==> config.mk <==
export PLATFORM = sky130hd
export DESIGN_NAME = au_cmd_sequencer_flat
export DESIGN_NICKNAME = d
export VERILOG_FILES = /design/src/rtl/au_cmd_sequencer_if.sv /design/src/rtl/au_cmd_sequencer.sv /design/src/flat_wrapper.sv
export SDC_FILE = /design/constraint.sdc
export NUM_CORES = 1
export LEC_CHECK = 0
export CORE_UTILIZATION = 25
export DETAILED_ROUTE_END_ITERATION = 8
export SYNTH_ARGS = -nofsm -noshare
export SYNTH_HDL_FRONTEND = slang
export SYNTH_SLANG_ARGS = --single-unit
==> constraint.sdc <==
create_clock -name clk -period 6.2 [get_ports clk]
set_clock_uncertainty 0.1 [all_clocks]
set_input_delay 1.86 -clock clk [delete_from_list [all_inputs] [get_ports clk]]
set_output_delay 1.86 -clock clk [all_outputs]
set_load 0.02 [all_outputs]
==> src/rtl/au_cmd_sequencer_if.sv <==
// Command port plus load/read streaming handshakes between the bus/DMA
// front end (master) and au_cmd_sequencer (slave).
interface au_cmd_sequencer_if;
    logic        cmd_valid;
    logic        cmd_ready;
    logic [2:0]  cmd_op;
    logic [31:0] cmd_ctrl;
    logic [15:0] cmd_base;
    logic [8:0]  cmd_len;
    logic        din_valid;
    logic        din_ready;
    logic [31:0] din;
    logic        dout_valid;
    logic        dout_ready;
    logic [15:0] dout;

    modport master (
        output cmd_valid, cmd_op, cmd_ctrl, cmd_base, cmd_len, din_valid, din, dout_ready,
        input  cmd_ready, din_ready, dout_valid, dout
    );

    modport slave (
        input  cmd_valid, cmd_op, cmd_ctrl, cmd_base, cmd_len, din_valid, din, dout_ready,
        output cmd_ready, din_ready, dout_valid, dout
    );
endinterface

==> src/rtl/au_cmd_sequencer.sv <==
// Expands high-level ML-KEM core commands into the cycle-level control word,
// address and data stream, moving load/read bursts and watching au_end_op.
module au_cmd_sequencer #(
    parameter int TIMEOUT = 65535,
    parameter int GUARD   = 2,
    parameter int RD_LAT  = 1
) (
    input  logic                clk,
    input  logic                rst,
    au_cmd_sequencer_if.slave   bus,
    output logic [47:0]         au_control,
    output logic [15:0]         au_add,
    output logic [31:0]         au_data_in,
    input  logic [15:0]         au_data_out,
    input  logic                au_end_op,
    output logic                busy,
    output logic                done,
    output logic                err_timeout,
    output logic                err_cmd
);

    localparam int TW = $clog2(TIMEOUT + 1);
    localparam int LW = $clog2(RD_LAT + 1);

    localparam logic [7:0] PH_RESET  = 8'h00;
    localparam logic [7:0] PH_LOAD   = 8'h10;
    localparam logic [7:0] PH_SEED   = 8'h20;
    localparam logic [7:0] PH_START  = 8'h30;
    localparam logic [7:0] PH_READ   = 8'h40;
    localparam logic [7:0] PH_SHA3   = 8'h50;
    localparam logic [7:0] PH_RAND16 = 8'h60;
    localparam logic [7:0] PH_RAND8  = 8'h80;
    localparam logic [7:0] PH_IDLE   = 8'hF0;

    typedef enum logic [2:0] {
        OP_RESET, OP_LOAD, OP_LOAD_SEED, OP_START, OP_READ, OP_RESET_SHA3, OP_RAND, OP_ILLEGAL
    } op_e;

    typedef enum logic [3:0] {
        S_IDLE, S_RST1, S_LOAD, S_START, S_READ_ISSUE, S_READ_WAIT, S_READ_HOLD,
        S_RAND_GEN, S_RAND_CAP, S_FINISH
    } state_e;

    state_e        state;
    op_e           op_r;
    logic [31:0]   ctrl_r;
    logic [15:0]   base_r;
    logic [8:0]    len_r;
    logic [8:0]    idx;
    logic [TW-1:0] wait_cnt;
    logic [LW-1:0] lat_cnt;

    function automatic logic [47:0] ctl(input logic [7:0] ph, input logic [31:0] c);
        return {ph, 8'h00, c};
    endfunction

    // NOTE: every output is assigned here with <= for the state being entered,
    // so each output is a flop and the core sees a glitch-free stream.
    always_ff @(posedge clk) begin
        if (!rst) begin
            state          <= S_IDLE;
            op_r           <= OP_RESET;
            ctrl_r         <= '0;
            base_r         <= '0;
            len_r          <= '0;
            idx            <= '0;
            wait_cnt       <= '0;
            lat_cnt        <= '0;
            bus.cmd_ready  <= 1'b0;
            bus.din_ready  <= 1'b0;
            bus.dout_valid <= 1'b0;
            bus.dout       <= '0;
            au_control     <= ctl(PH_IDLE, '0);
            au_add         <= '0;
            au_data_in     <= '0;
            busy           <= 1'b0;
            done           <= 1'b0;
            err_timeout    <= 1'b0;
            err_cmd        <= 1'b0;
        end else begin
            done <= 1'b0;
            case (state)
                S_IDLE: begin
                    bus.cmd_ready <= 1'b1;
                    au_control    <= ctl(PH_IDLE, '0);
                    if (bus.cmd_valid && bus.cmd_ready) begin
                        op_r          <= op_e'(bus.cmd_op);
                        ctrl_r        <= bus.cmd_ctrl;
                        base_r        <= bus.cmd_base;
                        len_r         <= bus.cmd_len;
                        idx           <= '0;
                        wait_cnt      <= '0;
                        err_timeout   <= 1'b0;
                        err_cmd       <= 1'b0;
                        bus.cmd_ready <= 1'b0;
                        busy          <= 1'b1;
                        case (op_e'(bus.cmd_op))
                            OP_RESET: begin
                                state      <= S_RST1;
                                au_control <= ctl(PH_RESET, bus.cmd_ctrl);
                            end
                            OP_RESET_SHA3: begin
                                state      <= S_RST1;
                                au_control <= ctl(PH_SHA3, bus.cmd_ctrl);
                            end
                            OP_START: begin
                                state      <= S_START;
                                au_control <= ctl(PH_START, bus.cmd_ctrl);
                            end
                            OP_LOAD, OP_LOAD_SEED, OP_READ, OP_RAND: begin
                                if (bus.cmd_len == '0) begin
                                    state <= S_FINISH;
                                    done  <= 1'b1;
                                end else if (op_e'(bus.cmd_op) == OP_READ) begin
                                    state      <= S_READ_ISSUE;
                                    au_control <= ctl(PH_READ, bus.cmd_ctrl);
                                    au_add     <= bus.cmd_base;
                                end else if (op_e'(bus.cmd_op) == OP_RAND) begin
                                    state      <= S_RAND_GEN;
                                    au_control <= ctl(bus.cmd_ctrl[0] ? PH_RAND8 : PH_RAND16, '0);
                                end else begin
                                    state         <= S_LOAD;
                                    bus.din_ready <= 1'b1;
                                end
                            end
                            default: begin
                                state   <= S_FINISH;
                                done    <= 1'b1;
                                err_cmd <= 1'b1;
                            end
                        endcase
                    end
                end
                S_RST1: begin
                    state      <= S_FINISH;
                    done       <= 1'b1;
                    au_control <= ctl(PH_IDLE, '0);
                end
                S_LOAD: begin
                    if (bus.din_valid && bus.din_ready) begin
                        au_control    <= ctl(op_r == OP_LOAD_SEED ? PH_SEED : PH_LOAD, ctrl_r);
                        au_add        <= base_r + 16'(idx);
                        au_data_in    <= bus.din;
                        idx           <= idx + 9'd1;
                        bus.din_ready <= (idx + 9'd1) < len_r;
                    end else begin
                        au_control <= ctl(PH_IDLE, '0);
                        if (idx == len_r) begin
                            state <= S_FINISH;
                            done  <= 1'b1;
                        end
                    end
                end
                S_START: begin
                    // The flag may still be high from the previous operation,
                    // so it only counts once the guard window has passed.
                    if (au_end_op && wait_cnt >= TW'(GUARD)) begin
                        state      <= S_FINISH;
                        done       <= 1'b1;
                        au_control <= ctl(PH_IDLE, '0);
                    end else if (wait_cnt == TW'(TIMEOUT - 1)) begin
                        state       <= S_RST1;
                        err_timeout <= 1'b1;
                        au_control  <= ctl(PH_RESET, ctrl_r);
                    end else begin
                        wait_cnt <= wait_cnt + TW'(1);
                    end
                end
                S_READ_ISSUE: begin
                    state   <= S_READ_WAIT;
                    lat_cnt <= LW'(1);
                end
                S_READ_WAIT: begin
                    if (lat_cnt == LW'(RD_LAT)) begin
                        state          <= S_READ_HOLD;
                        bus.dout       <= au_data_out;
                        bus.dout_valid <= 1'b1;
                    end else begin
                        lat_cnt <= lat_cnt + LW'(1);
                    end
                end
                S_READ_HOLD: begin
                    if (bus.dout_ready) begin
                        bus.dout_valid <= 1'b0;
                        idx            <= idx + 9'd1;
                        if ((idx + 9'd1) == len_r) begin
                            state      <= S_FINISH;
                            done       <= 1'b1;
                            au_control <= ctl(PH_IDLE, '0);
                        end else if (op_r == OP_RAND) begin
                            state      <= S_RAND_GEN;
                            au_control <= ctl(ctrl_r[0] ? PH_RAND8 : PH_RAND16, '0);
                        end else begin
                            state  <= S_READ_ISSUE;
                            au_add <= base_r + 16'(idx + 9'd1);
                        end
                    end
                end
                S_RAND_GEN: begin
                    state      <= S_RAND_CAP;
                    au_control <= ctl(PH_IDLE, '0);
                end
                S_RAND_CAP: begin
                    state          <= S_READ_HOLD;
                    bus.dout       <= au_data_out;
                    bus.dout_valid <= 1'b1;
                end
                S_FINISH: begin
                    state         <= S_IDLE;
                    bus.cmd_ready <= 1'b1;
                    busy          <= 1'b0;
                    au_control    <= ctl(PH_IDLE, '0);
                end
                default: state <= S_IDLE;
            endcase
        end
    end

endmodule

==> src/flat_wrapper.sv <==
// flat-port wrapper written by rule: the top's interface ports become plain ports
module au_cmd_sequencer_flat 
#(
    parameter int TIMEOUT = 65535,
    parameter int GUARD   = 2,
    parameter int RD_LAT  = 1
)
  (clk, rst, au_control, au_add, au_data_in, au_data_out, au_end_op, busy, done, err_timeout, err_cmd, bus_cmd_valid, bus_cmd_op, bus_cmd_ctrl, bus_cmd_base, bus_cmd_len, bus_din_valid, bus_din, bus_dout_ready, bus_cmd_ready, bus_din_ready, bus_dout_valid, bus_dout);
  au_cmd_sequencer_if bus_i ();
  input  logic clk;
  input  logic rst;
  output logic [47:0] au_control;
  output logic [15:0] au_add;
  output logic [31:0] au_data_in;
  input  logic [15:0] au_data_out;
  input  logic au_end_op;
  output logic busy;
  output logic done;
  output logic err_timeout;
  output logic err_cmd;
  input wire logic [$bits(bus_i.cmd_valid)-1:0] bus_cmd_valid;
  input wire logic [$bits(bus_i.cmd_op)-1:0] bus_cmd_op;
  input wire logic [$bits(bus_i.cmd_ctrl)-1:0] bus_cmd_ctrl;
  input wire logic [$bits(bus_i.cmd_base)-1:0] bus_cmd_base;
  input wire logic [$bits(bus_i.cmd_len)-1:0] bus_cmd_len;
  input wire logic [$bits(bus_i.din_valid)-1:0] bus_din_valid;
  input wire logic [$bits(bus_i.din)-1:0] bus_din;
  input wire logic [$bits(bus_i.dout_ready)-1:0] bus_dout_ready;
  output wire logic [$bits(bus_i.cmd_ready)-1:0] bus_cmd_ready;
  output wire logic [$bits(bus_i.din_ready)-1:0] bus_din_ready;
  output wire logic [$bits(bus_i.dout_valid)-1:0] bus_dout_valid;
  output wire logic [$bits(bus_i.dout)-1:0] bus_dout;
  assign bus_i.cmd_valid = bus_cmd_valid;
  assign bus_i.cmd_op = bus_cmd_op;
  assign bus_i.cmd_ctrl = bus_cmd_ctrl;
  assign bus_i.cmd_base = bus_cmd_base;
  assign bus_i.cmd_len = bus_cmd_len;
  assign bus_i.din_valid = bus_din_valid;
  assign bus_i.din = bus_din;
  assign bus_i.dout_ready = bus_dout_ready;
  assign bus_cmd_ready = bus_i.cmd_ready;
  assign bus_din_ready = bus_i.din_ready;
  assign bus_dout_valid = bus_i.dout_valid;
  assign bus_dout = bus_i.dout;
  au_cmd_sequencer #(.TIMEOUT(TIMEOUT), .GUARD(GUARD), .RD_LAT(RD_LAT)) u_core (.clk(clk), .rst(rst), .bus(bus_i), .au_control(au_control), .au_add(au_add), .au_data_in(au_data_in), .au_data_out(au_data_out), .au_end_op(au_end_op), .busy(busy), .done(done), .err_timeout(err_timeout), .err_cmd(err_cmd));
endmodule
* After elaboration in Yosys (flattened, before gate mapping) *
Cells that the tools add are included.

word-level totals
  register bits after elaboration = 209
  input port bits = 114
  output and inout port bits = 119
  logic and storage cells = 174

operators by class
  magnitude comparators = 2
  add/sub/neg operators = 6
  muxes and demuxes = 78
  eq/ne operators = 38
  reduce and logical (&&, ||, !) cells = 31

operators by type and width
  kind                                                                count
  two-way mux 48 bit                                                  10
  one-hot mux 48 bit (5 select lines)                                 1
  two-way mux 16 bit                                                  12
  one-hot mux 48 bit (4 select lines)                                 1
  one-hot mux 16 bit (2 select lines)                                 2
  one-hot mux 16 bit (3 select lines)                                 1
  two-way mux 4 bit                                                   10
  one-hot mux 4 bit (9 select lines)                                  1
  two-way mux 9 bit                                                   3
  one-hot mux 9 bit (3 select lines)                                  1
  two-way mux 1 bit                                                   22
  inequality test 2 bit, second input constant                        10
  equality test 9 bit                                                 2
  adder 16 x 1 -> 16 bit, second input constant                       1
  adder 16 bit                                                        1
  adder 16 x 9 -> 16 bit                                              1
  equality test 16 bit, second input constant                         1
  equality test 4 x 3 -> 1 bit, second input constant                 4
  greater-or-equal comparator 16 x 2 -> 1 bit, second input constant  1
  two-way mux 8 bit                                                   2
  AND reduction 4 bit                                                 4
  equality test 3 bit, second input constant                          4
  inequality test 2 x 1 -> 1 bit, second input constant               6
  one-hot mux 1 bit (2 select lines)                                  6
  other kinds (32)                                                    48

* Longest topological paths before layout *
Gate-level depths: netlist (run 1).

  depth after elaboration = 7
  gate-level depth with buffers = 15
  depth with buffers taken out = 12

* Least setup slack after synthesis (run 1) *
Ideal clock, no wire load.

  path kind = input to register
  start point = in bus_cmd_op[1]
  end point = reg u_core.au_add[15]
  arrival = 3.331 ns
  required time = 6.008 ns
  stages on the path = 8
  path buffers = 2
  slack = 2.677 ns
  library setup time = 0.092 ns
  path through = buf_2 nor2_1 xnor2_1 o31ai_1 o2111a_1 buf_2 nand3_1 o32ai_1

between the ends
  word-level cells in the longest chain between the ends = 4
  elaborated cells on any way between the ends = 8
  classes of those cells = eq/ne: 6; reduce/logical: 2

ends and longest elaborated chain
  item                                                  line                     RTL
  start: declaration                                    flat_wrapper.sv:22       input wire logic [$bits(bus_i.cmd_op)-1:0] bus_cmd_op;
  equality test 3 x 1 -> 1 bit (tied with other cells)  au_cmd_sequencer.sv:97   case (op_e'(bus.cmd_op))
  OR reduction 4 bit                                    au_cmd_sequencer.sv:97
  inequality test 2 bit (no source line)                n/a
  AND reduction 9 bit (no source line) *                n/a
  end signal: assignment                                au_cmd_sequencer.sv:117  au_add <= bus.cmd_base;
  end signal: assignment                                au_cmd_sequencer.sv:142  au_add <= base_r + 16'(idx);
  end signal: assignment                                au_cmd_sequencer.sv:195  au_add <= base_r + 16'(idx + 9'd1);
  end: declaration                                      au_cmd_sequencer.sv:12   output logic [15:0] au_add,

Mark *: on every way between the ends. The rest lies on a longest branch, timed or not.
A chain may end at the register's enable or synchronous reset.

* Worst setup path in the final report (run 1) *
  start point = in bus_cmd_op[0]
  end point = reg u_core.au_add[11]

The elaborated chain is that of the path after synthesis.

==> qor.csv, run 1 <==
stage,metric,value,unit
routing,Via density,4.78,
global_route,initial antenna violation count,1,
floorplanning,area of the core,0.0377,mm²
synth,Synth top cells by count,"nand2_1 (254), dfxtp_1 (197), a21oi_1 (135)",
sta,Final Hold Fails,0,
routing,final wirelength,29200,µm
synth,dominant cell type by area after synthesis,dfxtp_1,
job,Max Cap Viol,0,
sta,fmax,237,MHz
routing,initial drt markers,604,
placed_design,dpl hpwl,20200,µm
synth,Yosys reg bits,197,
clocking,CTS tree,done,
routing,Antenna Nets Post-Route,0,
worst_hold_path,Min-Delay Path Depth,2,
pwr,Power Total,0.00463,W
synth,most frequent cell after synthesis,nand2_1,
worst_setup_path,critical path's top delay family,buffers and inverters,
synth,"Distinct cells, synth",72,
worst_setup_path,CP Capture Type,flip-flop,
sta,Slew headroom,41.5,%
placed_design,DP Cell Count,1856,
synth,post-synth top area share,41.3,%
synth,Post-synth EDFFs,0,
sta,Worst-Margin Slew,874,ps
clocking,post-CTS sizing,0,
finish,layout net count,1503,
worst_setup_path,Critical Path Start Type,input port,
clocking,TritonCTS buffer count,17,
global_route,global-route wire length before repair,45800,µm
synth,ys async rst share,0,%
worst_setup_path,worst reg2reg path startpoint,u_core.state[2]$_SDFFE_PN0P_,
clocking,hold buffer count at cts,0,
clocking,Max clock buf depth,2,
synth,synthesized area,0.00956,mm²
routing,drc violations,0,
floorplanning,Top-Level Pins,233,
sta,crit share post-route,68.0,%
worst_setup_path,"slowest stage cell, crit path",clkdlybuf4s50_1,
placed_design,dpl ws,1590,ps
pwr,cell area power density,364,mW/mm²
finish,Synth-to-Final Area Change,33.1,%
routing,Pre-antenna DRT Iters,5,
routing,Via Count,9030,
floorplanning,Die Y,198,µm
global_route,largest net degree at the start of global routing,66,
synth,Mapped Cells,1194,
worst_setup_path,Critical Path AT,4480,ps
run_status,status,"finished, final reports clean",
clocking,Clock Latency Late Sink,450,ps
worst_setup_path,CP max stage delay,780,ps
worst_setup_path,CP endpoint,u_core.au_add[11]$_SDFFE_PN0P_,
finish,share of layout cells above drive strength 1,6.10,%
pwr,static leakage,4.43,nW
clocking,clk sinks,197,
sta,sum of negative setup slack,0,ps
floorplanning,Initial Util,25.4,%
finish,Non-Filler Instances,1888,
synth,sequential share of the synthesized area,41.3,%
synth,Main synth FF type,dfxtp_1,
synth,Synth warnings,0,
sta,fin. max-slew vios,0,
clocking,clock-pin slew on the worst setup and hold paths,70,ps
global_route,number of global-route vias before repair,8477,
routing,routed len/inst,15.4,µm
worst_setup_path,critical path type,in2reg,
worst_setup_path,worst r2r path cells,10,
finish,Ant. Diodes,0,
synth,Area contributors post-synth,"dfxtp_1 (41%), nand2_1 (10%), a21oi_1 (7.1%)",
worst_setup_path,flop2flop setup slack,2130,ps
sta,Setup Viol. Count Final,0,
pwr,VDD IR max,0.226,mV
global_route,All-Layer GR Usage,14.8,%
sta,minimum clock period,4220,ps
clocking,post-CTS setup buffers,0,
worst_setup_path,CP Buf/Inv Count,3,
sta,RSZ-0062 raised after global routing,no,
clocking,maximum level of the CTS H-tree,4,
clocking,CTS root buffer,clkbuf_16,
placed_design,PortBufs,220,
placed_design,GPL Wtd Cong,0.854,
synth,Post-Syn Area per Cell,8.00,µm²
worst_setup_path,Worst path depth,8,
global_route,gr ovfl total,0,
sta,PnR worst setup slack,1980,ps
worst_setup_path,Critical Path Start,bus_cmd_op[0],
finish,utilization after layout,33.8,%
floorplanning,die area,0.0390,mm²
worst_setup_path,CP required,6460,ps
worst_setup_path,critical path cell sequence,"clkdlybuf4s50_1, inv_1, xnor2_1, o31ai_1, o2111a_1, buf_4, nand3_1, o211ai_1",
worst_setup_path,RR Endpoint,u_core.au_add[15]$_SDFFE_PN0P_,
worst_setup_path,CP max FO,31,
floorplanning,row cnt,71,
finish,Fillers,3965,
worst_hold_path,worst min path class,reg2reg,
floorplanning,Die W,198,µm
[kinds of logic (layout without fill, tap and decap cells)]
kind of cell,Yosys count,in the layout,share of synthesized area [%]
AOI/OAI and AO/OA,304,304,21.1
adders and majority gates,25,25,3.35
muxes,20,20,2.11
buffers and inverters,115,287,5.34
and+or+nand+nor,484,484,22.4
other,1,12,0.0392
xor gates and xnor gates,48,48,4.40
DFF,197,197,41.3
[layout make-up]
class / instances / area [µm²] / share of cell area (%)
inverters: 19 / 73.8 / 0.580
multi-input cells: 893 / 5180 / 40.7
clock buffers: 18 / 429 / 3.37
repair buffers: 236 / 2320 / 18.2
clock inverters: 14 / 139 / 1.09
flip-flops and latches: 197 / 3940 / 31.0
well taps: 511 / 639 / 5.02
[placed cells by master (no fill, tap or decap), drive strengths merged, types with 12 or more instances in the layout]
cell type,synthesis,routed
a21oi,135,135
a221oi,35,35
buf,30,17
clkbuf,66,18
clkdlybuf4s50,0,219
conb,1,12
dfxtp,197,197
ha,24,24
inv,19,27
mux2i,19,19
nand2,254,254
nand3,24,24
nand4,14,14
nor2,111,111
nor4,13,13
o21ai,63,63
xnor2,29,29
xor2,19,19
[worst reg2reg max path, cell delays in order (launching register included)]
cell       delay [ps]
dfxtp_1           770
nand2b_1          260
nor2_1            730
nand2_1           150
xnor2_1           170
ha_1              350
o211ai_1          190
o21ai_0           250
a31o_2            360
a2111oi_0         470
o32ai_1           150
[through the flow]
stage,hold slack [ps],area (µm²)
floorplan,336,9600
detailed placement,345,12200
global route,380,12700
global placement,341,12200
CTS,356,12700
finish,355,12700
[worst min-delay path by stage]
stage          slack, ps                               start                            endpoint
5_1_grt              380  u_core.au_data_in[23]$_SDFFE_PN0P_  u_core.au_data_in[23]$_SDFFE_PN0P_
3_3_place_gp         340      u_core.ctrl_r[10]$_SDFFE_PN0P_      u_core.ctrl_r[10]$_SDFFE_PN0P_
2_1_floorplan        340      u_core.ctrl_r[10]$_SDFFE_PN0P_      u_core.ctrl_r[10]$_SDFFE_PN0P_
3_5_place_dp         350  u_core.au_data_in[16]$_SDFFE_PN0P_  u_core.au_data_in[16]$_SDFFE_PN0P_
6_report             350   u_core.au_data_in[6]$_SDFFE_PN0P_   u_core.au_data_in[6]$_SDFFE_PN0P_
4_1_cts              360  u_core.au_data_in[16]$_SDFFE_PN0P_  u_core.au_data_in[16]$_SDFFE_PN0P_
[where the power goes]
group	leakage (nW)	total, W	switching (W)	internal [W]
clock	0.274	0.00110	0.000565	0.000536
sequential	1.60	0.00163	0.000169	0.00147
combinational	2.56	0.00190	0.00113	0.000773
total	4.43	0.00463	0.00186	0.00277
[metal layers]
metal	vias up	GRT usage, %	routed length [µm]
met3	24	4.80	2310
met4	0	3.59	296
met5	-	0	0
met1	4239	19.9	13500
met2	284	22.8	13000
li1	4483	-	-
[state kept, by name, summed over array words and instances, names as in the netlist]
signal and flops:
u_core.au_add 16, u_core.au_control 36, u_core.au_data_in 32, u_core.base_r 16, u_core.bus.cmd_ready 1, u_core.bus.din_ready 1
u_core.bus.dout 16, u_core.bus.dout_valid 1, u_core.busy 1, u_core.ctrl_r 32, u_core.done 1, u_core.err_cmd 1
u_core.err_timeout 1, u_core.idx 9, u_core.lat_cnt 1, u_core.len_r 9, u_core.op_r 3, u_core.state 4
u_core.wait_cnt 16
(Power assumes the default switching activity.)
==> run 2: changes to the inputs <==
==> constraint.sdc (replaced) <==
create_clock -name clk -period 4.3 [get_ports clk]
set_clock_uncertainty 0.1 [all_clocks]
set_input_delay 1.29 -clock clk [delete_from_list [all_inputs] [get_ports clk]]
set_output_delay 1.29 -clock clk [all_outputs]
set_load 0.02 [all_outputs]
==> run 2 against run 1 <==
Net effect:
- die area did not move
- routed wire length increased by 1.7%
- hold slack improved by 2.5 ps
- critical path depth grew 5
- setup slack lost 1400 ps
- first-iteration DRC count rose by 15%
- via count up 0.37%
- design area up 1.3%
- sequential power rose by 40%
- sequential share of layout area down 0.40 points
- critical endpoint is now u_core.au_add[14]$_SDFFE_PN0P_
==> qor.csv, run 2 (synthesis results as in run 1) <==
stage,metric,value,unit,change
finish,Fillers,3929,,was 3965
worst_setup_path,Critical Path AT,3950,ps,was 4480 ps
sta,Hold WS,357,ps,was 355 ps
sta,Setup Viol. Count Final,0,,unchanged
routing,final wirelength,29700,µm,was 29200 µm
floorplanning,Initial Util,25.4,%,unchanged
routing,Antenna Nets Post-Route,0,,unchanged
worst_setup_path,Critical Path Start Type,flip-flop,,was input port
placed_design,Area after DPL,0.0123,mm²,was 0.0122 mm²
routing,Via Count,9063,,was 9030
sta,fmax,271,MHz,
sta,minimum clock period,3690,ps,
worst_setup_path,"slowest stage cell, crit path",dfxtp_1,,was clkdlybuf4s50_1
floorplanning,die area,0.0390,mm²,unchanged
clocking,clk sinks,197,,unchanged
routing,initial drt markers,694,,was 604
job,Max Cap Viol,0,,unchanged
finish,layout net count,1515,,was 1503
placed_design,GPL Wtd Cong,0.902,,was 0.854
sta,sum of negative setup slack,0,ps,unchanged
sta,fin. max-slew vios,0,,unchanged
routing,DR top layer,met4,,unchanged
global_route,largest net degree at the start of global routing,82,,was 66
worst_setup_path,critical path type,reg2reg,,was in2reg
worst_hold_path,worst min path class,reg2reg,,unchanged
finish,utilization after layout,34.2,%,was 33.8%
floorplanning,Die Y,198,µm,unchanged
clocking,Clock Latency Late Sink,450,ps,about the same
clocking,Max clock buf depth,2,,unchanged
global_route,global-route wire length before repair,47000,µm,was 45800 µm
routing,Metal-1 WL,13400,µm,was 13500 µm
finish,Top Registers,"u_core.au_control (36), u_core.au_data_in (32), u_core.ctrl_r (32)",,unchanged
global_route,gr ovfl total,0,,unchanged
sta,RSZ-0062 raised after global routing,no,,unchanged
finish,Non-Filler Instances,1901,,was 1888
global_route,initial antenna violation count,1,,unchanged
clocking,clock-pin slew on the worst setup and hold paths,80,ps,was 70 ps
run_status,status,"finished, final reports clean",,unchanged
finish,number of flip-flops in the largest register,36,,unchanged
finish,Synth-to-Final Area Change,34.9,%,was 33.1%
clocking,CTS tree,done,,unchanged
routing,routed len/inst,15.6,µm,was 15.4 µm
routing,metal3 WL,2630,µm,was 2310 µm
global_route,All-Layer GR Usage,15.2,%,was 14.8%
floorplanning,area of the core,0.0377,mm²,unchanged
finish,share of layout cells above drive strength 1,6.98,%,was 6.10%
finish,"most common cell after layout, fill and taps aside",nand2_1,,unchanged
sta,Slew headroom,41.8,%,was 41.5%
routing,met2 wire length,13100,µm,was 13000 µm
floorplanning,row cnt,71,,unchanged
clocking,TritonCTS buffer count,17,,unchanged
finish,"commonest non-fill, non-tap cells in the layout","nand2_1 (254), clkdlybuf4s50_1 (219), dfxtp_1 (197)",,unchanged
sta,Worst-Margin Slew,870,ps,was 874 ps
clocking,CTS root buffer,clkbuf_16,,unchanged
floorplanning,Top-Level Pins,233,,unchanged
global_route,number of global-route vias before repair,8582,,was 8477
finish,Top reg by flops,u_core.au_control,,unchanged
clocking,post-CTS sizing,0,,unchanged
worst_setup_path,CP Capture Type,flip-flop,,unchanged
worst_setup_path,critical path cell sequence,"ha_1, nand3_1, nor2_1, nand3_1, xnor2_1, ha_1, and3_1, nand4_1, and2_1, o2111a_1, buf_4, o211ai_1, o32ai_1",,"was clkdlybuf4s50_1, inv_1, xnor2_1, o31ai_1, o2111a_1, buf_4, nand3_1, o211ai_1"
sta,Final Hold Fails,0,,unchanged
worst_setup_path,CP max FO,30,,was 31
routing,Pre-antenna DRT Iters,5,,unchanged
finish,Final Instance Area,0.0129,mm²,was 0.0127 mm²
placed_design,PortBufs,220,,unchanged
worst_setup_path,CP Buf/Inv Count,1,,was 3
placed_design,DP Cell Count,1868,,was 1856
routing,drc violations,0,,unchanged
routing,Via density,4.77,,was 4.78
pwr,static leakage,4.52,nW,was 4.43 nW
floorplanning,Die W,198,µm,unchanged
worst_setup_path,critical path's top delay family,simple AND/OR/NAND/NOR gates,,was buffers and inverters
placed_design,dpl hpwl,20600,µm,was 20200 µm
clocking,maximum level of the CTS H-tree,4,,unchanged
sta,crit share post-route,85.9,%,
worst_setup_path,CP required,4560,ps,was 6460 ps
clocking,post-CTS setup buffers,0,,unchanged
pwr,VDD IR max,0.452,mV,was 0.226 mV
clocking,hold buffer count at cts,0,,unchanged
pwr,cell area power density,527,mW/mm²,was 364 mW/mm²
worst_setup_path,CP max stage delay,470,ps,was 780 ps
[run 2: cell count changes in the layout (fill, tap and decap cells not counted), moves of 2 or more]
cell | previous run | this run
buf_12 | 0 | 3
clkinv_8 | 2 | 4
inv_6 | 5 | 3
clkinv_4 | 1 | 3
buf_4 | 16 | 25
clkinvlp_4 | 2 | 0
inv_12 | 0 | 2
[run 2: cell type report]
| type | count | area, µm² | area share (%) |
|---|---|---|---|
| Antenna cell | 1 | 2.50 | 0.0194 |
| Clock buffer | 17 | 425 | 3.30 |
| Clock inverter | 15 | 178 | 1.38 |
| Inverter | 19 | 73.8 | 0.573 |
| Multi-Input combinational cell | 893 | 5180 | 40.2 |
| Sequential cell | 197 | 3940 | 30.6 |
| Tap cell | 511 | 639 | 4.96 |
| Timing Repair Buffer | 248 | 2440 | 19.0 |
[run 2: worst paths after layout]
| kind | depth (start not counted) | startpoint | endpoint | slack [ps] |
|---|---|---|---|---|
| setup reg to reg | 13 | u_core.idx[0]$_SDFFE_PN0P_ | u_core.au_add[14]$_SDFFE_PN0P_ | 610 |
| setup / recovery | 13 | u_core.idx[0]$_SDFFE_PN0P_ | u_core.au_add[14]$_SDFFE_PN0P_ | 610 |
| hold / removal | 2 | u_core.au_data_in[16]$_SDFFE_PN0P_ | u_core.au_data_in[16]$_SDFFE_PN0P_ | 360 |
| hold reg to reg | 2 | u_core.au_data_in[16]$_SDFFE_PN0P_ | u_core.au_data_in[16]$_SDFFE_PN0P_ | 360 |
[run 2: routing by layer]
metal	GRT usage [%]	vias to the layer above
li1	-	4504
met1	20.3	4232
met2	23.4	299
met3	4.39	28
met4	4.79	0
met5	0	-
[run 2: tightest hold or removal path, cell delays in order (launching register included)]
cell	delay, ps
dfxtp_1	310
nand2_1	50
a21oi_1	50
[run 2: metrics by stage]
stage | setup slack, ps | power (W)
detailed placement | 423 | 0.00519
CTS | 593 | 0.00686
global placement | 489 | 0.00514
global route | 264 | 0.00725
floorplan | 976 | 0.00423
finish | 607 | 0.00679
[run 2: power by group]
part / switching (W) / total [W] / internal, W
clock: 0.000848 / 0.00164 / 0.000791
sequential: 0.000182 / 0.00229 / 0.00211
combinational: 0.00171 / 0.00286 / 0.00115
total: 0.00274 / 0.00679 / 0.00405
==> run 3: changes to the inputs <==
--- a/config.mk
+++ b/config.mk
@@ -5,6 +5,7 @@
 export SDC_FILE = /design/constraint.sdc
 export NUM_CORES = 1
 export LEC_CHECK = 0
+export CORE_ASPECT_RATIO = 2
 export CORE_UTILIZATION = 25
 export DETAILED_ROUTE_END_ITERATION = 8
 export SYNTH_ARGS = -nofsm -noshare
==> run 3 against run 2 <==
Net effect:
- maximum frequency down 4.3%
- power up 0.52%
- hold slack lost 3.4 ps
- utilization decreased by 0.27 points
- sequential share of layout area increased by 0.14 points
- register-to-register slack got worse by 160 ps
- largest power group unchanged
==> qor.csv, run 3 (synthesis results as in run 1) <==
stage,metric,value,unit,change
placed_design,dpl hpwl,23000,µm,was 20600 µm
job,Max Cap Viol,0,,unchanged
finish,Top reg by flops,u_core.au_control,,unchanged
finish,Top Registers,"u_core.au_control (36), u_core.au_data_in (32), u_core.ctrl_r (32)",,unchanged
routing,Via density,5.00,,was 4.77
floorplanning,area of the core,0.0378,mm²,was 0.0377 mm²
clocking,clock-pin slew on the worst setup and hold paths,70,ps,was 80 ps
finish,share of layout cells above drive strength 1,7.25,%,was 6.98%
worst_setup_path,Critical Path Start,u_core.idx[0]$_SDFFE_PN0P_,,unchanged
sta,fin. max-slew vios,0,,unchanged
finish,multi-input logic area,0.00518,mm²,about the same
pwr,static leakage,4.52,nW,about the same
floorplanning,row cnt,101,,was 71
routing,Via Count,9278,,was 9063
floorplanning,Top-Level Pins,233,,unchanged
clocking,Max clock buf depth,2,,unchanged
global_route,All-Layer GR Usage,15.8,%,was 15.2%
finish,FF+latch area,0.00394,mm²,unchanged
worst_setup_path,Critical Path AT,4100,ps,was 3950 ps
worst_setup_path,worst r2r path cells,13,,unchanged
worst_setup_path,RR Endpoint,u_core.au_control[30]$_SDFFE_PN0P_,,was u_core.au_add[14]$_SDFFE_PN0P_
floorplanning,die area,0.0391,mm²,was 0.0390 mm²
worst_hold_path,worst min path class,reg2reg,,unchanged
sta,RSZ-0062 raised after global routing,no,,unchanged
worst_setup_path,Critical Path Start Type,flip-flop,,unchanged
worst_setup_path,worst reg2reg path startpoint,u_core.idx[0]$_SDFFE_PN0P_,,unchanged
finish,"commonest non-fill, non-tap cells in the layout","nand2_1 (254), clkdlybuf4s50_1 (219), dfxtp_1 (197)",,unchanged
worst_setup_path,CP Capture Type,flip-flop,,unchanged
sta,Worst-Margin Slew,1170,ps,was 870 ps
global_route,number of global-route vias before repair,8880,,was 8582
worst_setup_path,critical path type,reg2reg,,unchanged
clocking,TritonCTS buffer count,17,,unchanged
clocking,CTS tree,done,,unchanged
routing,final wirelength,31000,µm,was 29700 µm
worst_setup_path,"slowest stage cell, crit path",a211o_2,,was dfxtp_1
worst_setup_path,critical path cell sequence,"ha_1, nand3_1, nor2_1, nand3_1, xnor2_1, ha_1, and3_1, nand4_1, and2_1, a211o_2, buf_4, a221oi_2, nor2_1",,"was ha_1, nand3_1, nor2_1, nand3_1, xnor2_1, ha_1, and3_1, nand4_1, and2_1, o2111a_1, buf_4, o211ai_1, o32ai_1"
sta,fmax,259,MHz,was 271 MHz
routing,initial drt markers,541,,was 694
clocking,Clock Latency Late Sink,450,ps,about the same
floorplanning,Initial Util,25.3,%,was 25.4%
global_route,initial antenna violation count,1,,unchanged
clocking,maximum level of the CTS H-tree,4,,unchanged
run_status,status,"finished, final reports clean",,unchanged
sta,Final Hold Fails,0,,unchanged
global_route,gr ovfl total,0,,unchanged
clocking,hold buffer count at cts,0,,unchanged
finish,Synth-to-Final Area Change,34.2,%,was 34.9%
finish,layout net count,1519,,was 1515
pwr,cell area power density,532,mW/mm²,was 527 mW/mm²
sta,PnR worst setup slack,443,ps,was 607 ps
pwr,VDD IR max,0.313,mV,was 0.452 mV
worst_setup_path,flop2flop setup slack,440,ps,was 610 ps
placed_design,Area after DPL,0.0122,mm²,was 0.0123 mm²
worst_hold_path,WHS Endpoint,u_core.au_data_in[26]$_SDFFE_PN0P_,,was u_core.au_data_in[16]$_SDFFE_PN0P_
floorplanning,Die Y,279,µm,was 198 µm
finish,Fillers,3922,,was 3929
global_route,largest net degree at the start of global routing,51,,was 82
placed_design,dpl ws,443,ps,was 423 ps
sta,Setup Viol. Count Final,0,,unchanged
sta,minimum clock period,3860,ps,was 3690 ps
routing,Pre-antenna DRT Iters,5,,unchanged
placed_design,PortBufs,220,,unchanged
worst_setup_path,CP max stage delay,620,ps,was 470 ps
clocking,post-CTS sizing,0,,unchanged
routing,routed len/inst,16.7,µm,was 15.6 µm
floorplanning,Die W,140,µm,was 198 µm
global_route,global-route wire length before repair,47900,µm,was 47000 µm
clocking,clk sinks,197,,unchanged
placed_design,GPL Wtd Cong,0.893,,was 0.902
routing,Antenna Nets Post-Route,0,,unchanged
clocking,CTS root buffer,clkbuf_16,,unchanged
worst_hold_path,Min-Delay Path Depth,2,,unchanged
finish,"most common cell after layout, fill and taps aside",nand2_1,,unchanged
sta,Slew headroom,21.5,%,was 41.8%
worst_hold_path,hold wc startpoint,u_core.au_data_in[26]$_SDFFE_PN0P_,,was u_core.au_data_in[16]$_SDFFE_PN0P_
sta,crit share post-route,89.7,%,was 85.9%
finish,Final Instance Area,0.0128,mm²,was 0.0129 mm²
worst_setup_path,critical path's top delay family,simple AND/OR/NAND/NOR gates,,unchanged
finish,number of flip-flops in the largest register,36,,unchanged
worst_setup_path,CP required,4540,ps,was 4560 ps
clocking,post-CTS setup buffers,0,,unchanged
routing,drc violations,0,,unchanged
sta,sum of negative setup slack,0,ps,unchanged
worst_setup_path,CP max FO,33,,was 30
worst_setup_path,CP Buf/Inv Count,1,,unchanged
run 3: changes by cell type in the layout (fill, tap and decap cells not counted):
| cell | previous run | this run |
|---|---|---|
| a211o_1 | 3 | 2 |
| a211o_2 | 0 | 1 |
| buf_12 | 3 | 1 |
| buf_4 | 25 | 31 |
| bufinv_16 | 0 | 1 |
| clkbuf_1 | 0 | 1 |
| clkinv_2 | 1 | 0 |
| clkinv_4 | 3 | 2 |
| clkinv_8 | 4 | 3 |
| clkinvlp_4 | 0 | 3 |
| inv_12 | 2 | 0 |
run 3: layout make-up:
type,count,area share (%)
flip-flops and latches,197,30.7
diodes,1,0.0195
well taps,463,4.51
multi-input cells,893,40.4
clock buffers,18,3.34
clock inverters,14,1.31
repair buffers,252,19.1
inverters,19,0.575
run 3: tightest hold or removal path, delay by kind of cell (launching register included):
family,cells,cell delay [ps]
AO/OA/AOI/OAI,1,50
flip-flops,1,310
AND/OR/NAND/NOR,1,50
run 3: power by group:
group / leakage, nW / total [W] / internal, W / switching (W)
registers: 1.60 / 0.00230 / 0.00211 / 0.000188
logic: 2.64 / 0.00290 / 0.00118 / 0.00172
clock network: 0.280 / 0.00163 / 0.000828 / 0.000798
total: 4.52 / 0.00683 / 0.00412 / 0.00270
run 3: how the worst max path moves through the flow:
stage / slack (ps) / endpoint / depth (start not counted)
finish: 440 / u_core.au_control[30]$_SDFFE_PN0P_ / 13
global route: 220 / u_core.au_control[30]$_SDFFE_PN0P_ / 13
CTS: 440 / u_core.au_control[30]$_SDFFE_PN0P_ / 13
detailed placement: 440 / u_core.au_control[30]$_SDFFE_PN0P_ / 8
global placement: 470 / u_core.au_control[24]$_SDFFE_PN0P_ / 8
floorplan: 980 / u_core.au_control[16]$_SDFFE_PN0P_ / 14
run 3: layer usage:
layer | wire, µm | track usage [%]
met3 | 1460 | 2.89
met2 | 16900 | 30.0
met5 | 0 | 0
met4 | 1180 | 8.76
met1 | 11400 | 16.0
run 3: per-stage QoR:
| stage | util (%) | instances | hold slack, ps | power (W) |
|---|---|---|---|---|
| floorplan | - | 1205 | 336 | 0.00423 |
| global placement | 32.4 | 1824 | 342 | 0.00520 |
| detailed placement | 32.4 | 1824 | 346 | 0.00525 |
| CTS | 34.0 | 1856 | 357 | 0.00691 |
| global route | 34.0 | 1857 | 377 | 0.00725 |
| finish | 34.0 | 1857 | 354 | 0.00683 |
